## config.mk

```make
export PLATFORM = sky130hd
export DESIGN_NAME = regfile_wb_arbiter
export DESIGN_NICKNAME = d
export VERILOG_FILES = /design/src/rtl/regfile_wb_arbiter.sv
export SDC_FILE = /design/constraint.sdc
export NUM_CORES = 1
export LEC_CHECK = 0
export CORE_AREA = 5 5 109 111
export CTS_CLUSTER_DIAMETER = 80
export DETAILED_ROUTE_END_ITERATION = 6
export DIE_AREA = 0 0 114 116
export GPL_ROUTABILITY_DRIVEN = 0
export HOLD_SLACK_MARGIN = 0.02
export PLACE_DENSITY_LB_ADDON = 0.05
export SLEW_MARGIN = 20
export SYNTH_ARGS = -nofsm -noshare
export SYNTH_HDL_FRONTEND = slang
export SYNTH_SLANG_ARGS = --single-unit
export TNS_END_PERCENT = 20
```

## constraint.sdc

```tcl
create_clock -name clk_i -period 6.9 [get_ports clk_i]
set_input_delay 1.38 -clock clk_i [delete_from_list [all_inputs] [get_ports clk_i]]
set_output_delay 1.38 -clock clk_i [all_outputs]
set_load 0.05 [all_outputs]
```

## src/rtl/regfile_wb_arbiter.sv

```systemverilog
// Register-file writeback arbiter: unbuffered ALU port 0, 2-deep FIFO for port 1, anti-starvation force.
// Grant in cycle N appears on the registered write port in cycle N+1; port 1 backpressures when the FIFO is full.
module regfile_wb_arbiter #(
    parameter int STARVE_MAX = 3
) (
    input  logic        clk_i,
    input  logic        rst_i,
    input  logic        p0_valid_i,
    input  logic [4:0]  p0_addr_i,
    input  logic [31:0] p0_data_i,
    output logic        p0_ready_o,
    input  logic        p1_valid_i,
    input  logic [4:0]  p1_addr_i,
    input  logic [31:0] p1_data_i,
    output logic        p1_ready_o,
    input  logic [4:0]  rs_addr_i,
    input  logic [4:0]  rt_addr_i,
    output logic        rs_busy_o,
    output logic        rt_busy_o,
    output logic        RegWrite_o,
    output logic [4:0]  RDaddr_o,
    output logic [31:0] RDdata_o
);

    localparam int SW = (STARVE_MAX < 4) ? 2 : $clog2(STARVE_MAX + 1);
    localparam logic [SW-1:0] STARVE_LIM = SW'(STARVE_MAX);

    logic [1:0]    count_q, count_d;
    logic [SW-1:0] starve_q, starve_d;
    logic [4:0]    a0_q, a0_d, a1_q, a1_d;
    logic [31:0]   d0_q, d0_d, d1_q, d1_d;
    logic          wr_q, wr_d;
    logic          wr_p1_q, wr_p1_d;
    logic [4:0]    rd_addr_q, rd_addr_d;
    logic [31:0]   rd_data_q, rd_data_d;

    logic fifo_ne, force_p1, push, gnt_p0, gnt_p1, wr_idx;

    assign fifo_ne    = (count_q != 2'd0);
    assign force_p1   = (starve_q == STARVE_LIM) && fifo_ne;
    assign p1_ready_o = (count_q < 2'd2);
    assign p0_ready_o = p0_valid_i && !force_p1;
    assign push       = p1_valid_i && p1_ready_o;
    assign gnt_p0     = p0_valid_i && !force_p1;
    assign gnt_p1     = fifo_ne && !gnt_p0;
    // Entry 0 is always the head; a push lands behind whatever survives this cycle's pop.
    assign wr_idx     = (count_q == 2'd1) && !gnt_p1;

    always_comb begin
        a0_d      = a0_q;
        d0_d      = d0_q;
        a1_d      = a1_q;
        d1_d      = d1_q;
        count_d   = count_q + {1'b0, push} - {1'b0, gnt_p1};
        starve_d  = '0;
        wr_d      = 1'b0;
        wr_p1_d   = 1'b0;
        rd_addr_d = rd_addr_q;
        rd_data_d = rd_data_q;

        if (gnt_p1) begin
            a0_d = a1_q;
            d0_d = d1_q;
        end
        if (push) begin
            if (wr_idx) begin
                a1_d = p1_addr_i;
                d1_d = p1_data_i;
            end else begin
                a0_d = p1_addr_i;
                d0_d = p1_data_i;
            end
        end

        if (gnt_p0 && fifo_ne) begin
            starve_d = (starve_q == STARVE_LIM) ? starve_q : starve_q + 1'b1;
        end

        if (gnt_p0) begin
            rd_addr_d = p0_addr_i;
            rd_data_d = p0_data_i;
            wr_d      = (p0_addr_i != 5'd0);
        end else if (gnt_p1) begin
            rd_addr_d = a0_q;
            rd_data_d = d0_q;
            wr_d      = (a0_q != 5'd0);
            wr_p1_d   = 1'b1;
        end
    end

    always_ff @(posedge clk_i or posedge rst_i) begin
        if (rst_i) begin
            count_q   <= '0;
            starve_q  <= '0;
            a0_q      <= '0;
            d0_q      <= '0;
            a1_q      <= '0;
            d1_q      <= '0;
            wr_q      <= 1'b0;
            wr_p1_q   <= 1'b0;
            rd_addr_q <= '0;
            rd_data_q <= '0;
        end else begin
            count_q   <= count_d;
            starve_q  <= starve_d;
            a0_q      <= a0_d;
            d0_q      <= d0_d;
            a1_q      <= a1_d;
            d1_q      <= d1_d;
            wr_q      <= wr_d;
            wr_p1_q   <= wr_p1_d;
            rd_addr_q <= rd_addr_d;
            rd_data_q <= rd_data_d;
        end
    end

    assign RegWrite_o = wr_q;
    assign RDaddr_o   = rd_addr_q;
    assign RDdata_o   = rd_data_q;

    // A port-1 write stays a hazard until its register-file write cycle has completed.
    assign rs_busy_o = (rs_addr_i != 5'd0) &&
                       ((fifo_ne && (a0_q == rs_addr_i)) ||
                        ((count_q == 2'd2) && (a1_q == rs_addr_i)) ||
                        (wr_q && wr_p1_q && (rd_addr_q == rs_addr_i)));
    assign rt_busy_o = (rt_addr_i != 5'd0) &&
                       ((fifo_ne && (a0_q == rt_addr_i)) ||
                        ((count_q == 2'd2) && (a1_q == rt_addr_i)) ||
                        (wr_q && wr_p1_q && (rd_addr_q == rt_addr_i)));

endmodule
```

==> results.md <==
* Status: finished, final reports clean
* Actual slew at the worst max-slew pin at 1.120 ns
* Port-buffer cells at 129
* Number of global-route vias before repair at 4,914
* Layout area overhead at 33.86%
* Gate family responsible for the most delay along the worst path: buffers and inverters
* Height of the die at 116 um
* RSZ-0062 raised after global routing: false
* Dpl hpwl at 9898 um
* Cell Pwr Density at 482.5 nW/um^2
* Avg Inst Size Synth at 10.01 sq um
* Synth Cell Area at 5653 sq um
* Worst VDD drop at 275.7 uV
* Slowest stage delay, CP at 0.82 ns
* DRT iter0 DRCs at 347
* Critical Path RT at 5.52 ns
* Relative slew slack at 25.16%
* Min-Delay Path Class: reg2reg
* CTS clk-pin slew, worst paths at 0.05 ns
* Antenna viol nets, final at 0
* Postcts setup bufs at 0
* Initial Utilization at 52.84%
* Root buffer cell: clkbuf_8
* WHS at 0.4527 ns
* Die Width at 114 um
* Flops & latches, synth at 117
* Residual DRC at 0
* CTS buffer count at 17
* Crit path cell chain: clkdlybuf4s50_1, xnor2_1, nand4_1, o32a_1, a21oi_1, clkdlybuf4s50_1
* Final min period at 4.994 ns
* Number of antenna violations at the first check in global routing at 0
* Max-slew violations at 0
* Max-Cap Viols at 0
* CTS tree: done
* Antenna diodes at 0
* First-pass GRT wire length at 24,650 um
* Final setup viols at 0
* CP Max Fanout at 4
* Count of different cell masters after synthesis at 36
* Clk_lat worst skew at 0.52 ns
* WP buf/inv at 2
* Dpl ws at 1.920 ns
* Largest net degree at the start of global routing at 67
* # resized after CTS at 0
* Worst setup margin at 1.906 ns
* Mapped Cells at 565
* YS warnings at 0
* Endpoint class of the critical path: output port
* R2R setup slack at 3.94 ns
* Clock sinks at 117
* Final nets at 772
* CTS Buffer Depth at 2
* Hold-fix buffer count after cts at 0
* Area post-placement at 6983 sq um
* Final cycle utilization of the critical path at 72.37%
* Pre-antenna DRT Iters at 4
* Final Hold Viols at 0
* Leak pwr at 3.038 nW
* H-tree depth at 4
* Sequential element share of the synthesized area at 51.79%
* Layout cells sized above 1 at 11.65%
* WL final at 15,460 um
* Detailed-route via count at 4,857
* Slowest cell on the critical path: clkdlybuf4s50_1
* Io pins at 130
* Fin util at 70.74%
* Final TNS setup at 0 ns
* CP startpoint kind: input port
* Wire per inst at 18.51 um
* Critical Path AT at 3.61 ns
* F_max at 200.3 MHz
* Core Area at 10,700 sq um
* Design Area, Final at 7567 sq um
* Most Frequent Cell on Critical Path: clkdlybuf4s50_1
* Die footprint at 13,220 sq um
* Row cnt at 38
* Gr usage total at 23.77%
* Post-Syn Nets at 655
* GRT overflow at 0
* Crit Path Class: in2out
* Vias/cell at 5.817
* Layout Skew at 0.01578 ns
[flip-flops by register name, summed over array words and instances (netlist names), 2 cells and up]
name and flops:
RDaddr_o 5, d1_q 32, starve_q 2, a0_q 5
count_q 2, d0_q 32, a1_q 5, RDdata_o 32
[Yosys cell counts]
master      n  area, sq um
o22ai_1    38        237.7
nand3_1     2        10.01
buf_4       2        15.01
a21o_1      1        7.510
or2_1       1        6.260
inv_1       3        11.26
or4_1       3        22.52
o32a_1      1        10.01
buf_1       1        3.750
mux2_1      2        22.52
clkinv_1    1        3.750
nand2b_1    1        6.260
nor4_1      1        6.260
ha_1        2        25.02
a211oi_1   37        277.8
o21a_1      1        7.510
mux2_2     35        394.1
nor2_1     76        285.3
nand2_1    77        289.0
a31oi_1    37        231.5
nor2_4      2        22.52
xnor2_1    28        245.2
or3_1       1        6.260
nor2b_1    38        237.7
buf_2      24        120.1
xor2_1      4        35.03
buf_6       5        56.30
dfrtp_1   117         2928
o21ai_0     3        15.01
nand4_1     6        37.54
nand2b_2    1        8.760
o32ai_1     1        8.760
nor3_1      3        15.01
nor3b_1     1        7.510
clkbuf_1    7        26.28
a21oi_1     2        10.01
[where the power goes]
part / leakage (nW) / internal (mW) / switching, mW / total (mW)
Clock: 0.260 / 0.510 / 0.310 / 0.821
Sequential: 1.38 / 1.01 / 0.278 / 1.29
Combinational: 1.40 / 0.641 / 0.897 / 1.54
[metrics by stage]
step / power (mW) / instances
finish: 3.651 / 835
global route: 3.867 / 835
CTS: 3.644 / 834
detailed placement: 2.810 / 802
global placement: 2.739 / 801
floorplan: 2.335 / 565
[cells in the final DEF (no fill, tap or decap), types with 2 or more instances in the layout]
master / instances
clkdlybuf4s50_1: 128
dfrtp_1: 117
nor2_1: 76
nand2_1: 76
nor2b_1: 38
o22ai_1: 38
a211oi_1: 37
a31oi_1: 37
mux2_2: 35
xnor2_1: 28
clkbuf_16: 16
nand4_1: 6
buf_4: 6
clkinvlp_4: 5
xor2_1: 4
clkinv_2: 4
or4_1: 3
nor3_1: 3
nor2_4: 2
inv_1: 2
a21oi_1: 2
nand3_1: 2
o21ai_0: 2
mux2_1: 2
ha_1: 2
clkbuf_1: 2
bufinv_16: 2
clkinv_4: 2
buf_16: 2
[layer usage]
metal / wire length (um) / GRT usage (%) / part of all wire [%]
met3: 1053 / 6.057 / 6.8
met4: 307 / 9.580 / 2.0
met1: 6616 / 30.16 / 43
met2: 7482 / 39.19 / 48
met5: 0 / 0 / 0
[worst paths after layout]
kind                              start           end  cells after the start
setup / recovery           rs_addr_i[3]     rs_busy_o                      6
hold / removal              starve_q[0]   starve_q[0]                      1
setup reg to reg             count_q[1]       a0_q[2]                      7
hold reg to reg             starve_q[0]   starve_q[0]                      1
max in group asynchronous         rst_i       a0_q[2]                      3
min in group asynchronous         rst_i  RDdata_o[13]                      2
[cells by family (layout without fill, tap and decap cells)]
kind of cell / count (synthesis) / after routing / share of synthesized area, %
xor gates and xnor gates: 32 / 32 / 4.958
AOI/OAI and AO/OA: 121 / 121 / 14.25
muxes: 37 / 37 / 7.371
adders and majority gates: 2 / 2 / 0.4426
DFF: 117 / 117 / 51.79
buffers and inverters: 43 / 173 / 4.183
and+or+nand+nor: 213 / 213 / 17.00
[layout make-up]
cell class | instances | area (sq um)
fillers | 811 | 3131
flip-flops and latches | 117 | 2928
multi-input cells | 405 | 2504
repair buffers | 137 | 1386
clock buffers | 19 | 421.7
well taps | 140 | 175.2
clock inverters | 13 | 135.1
inverters | 4 | 17.52
Note: power is estimated with default switching activity, not from simulation.
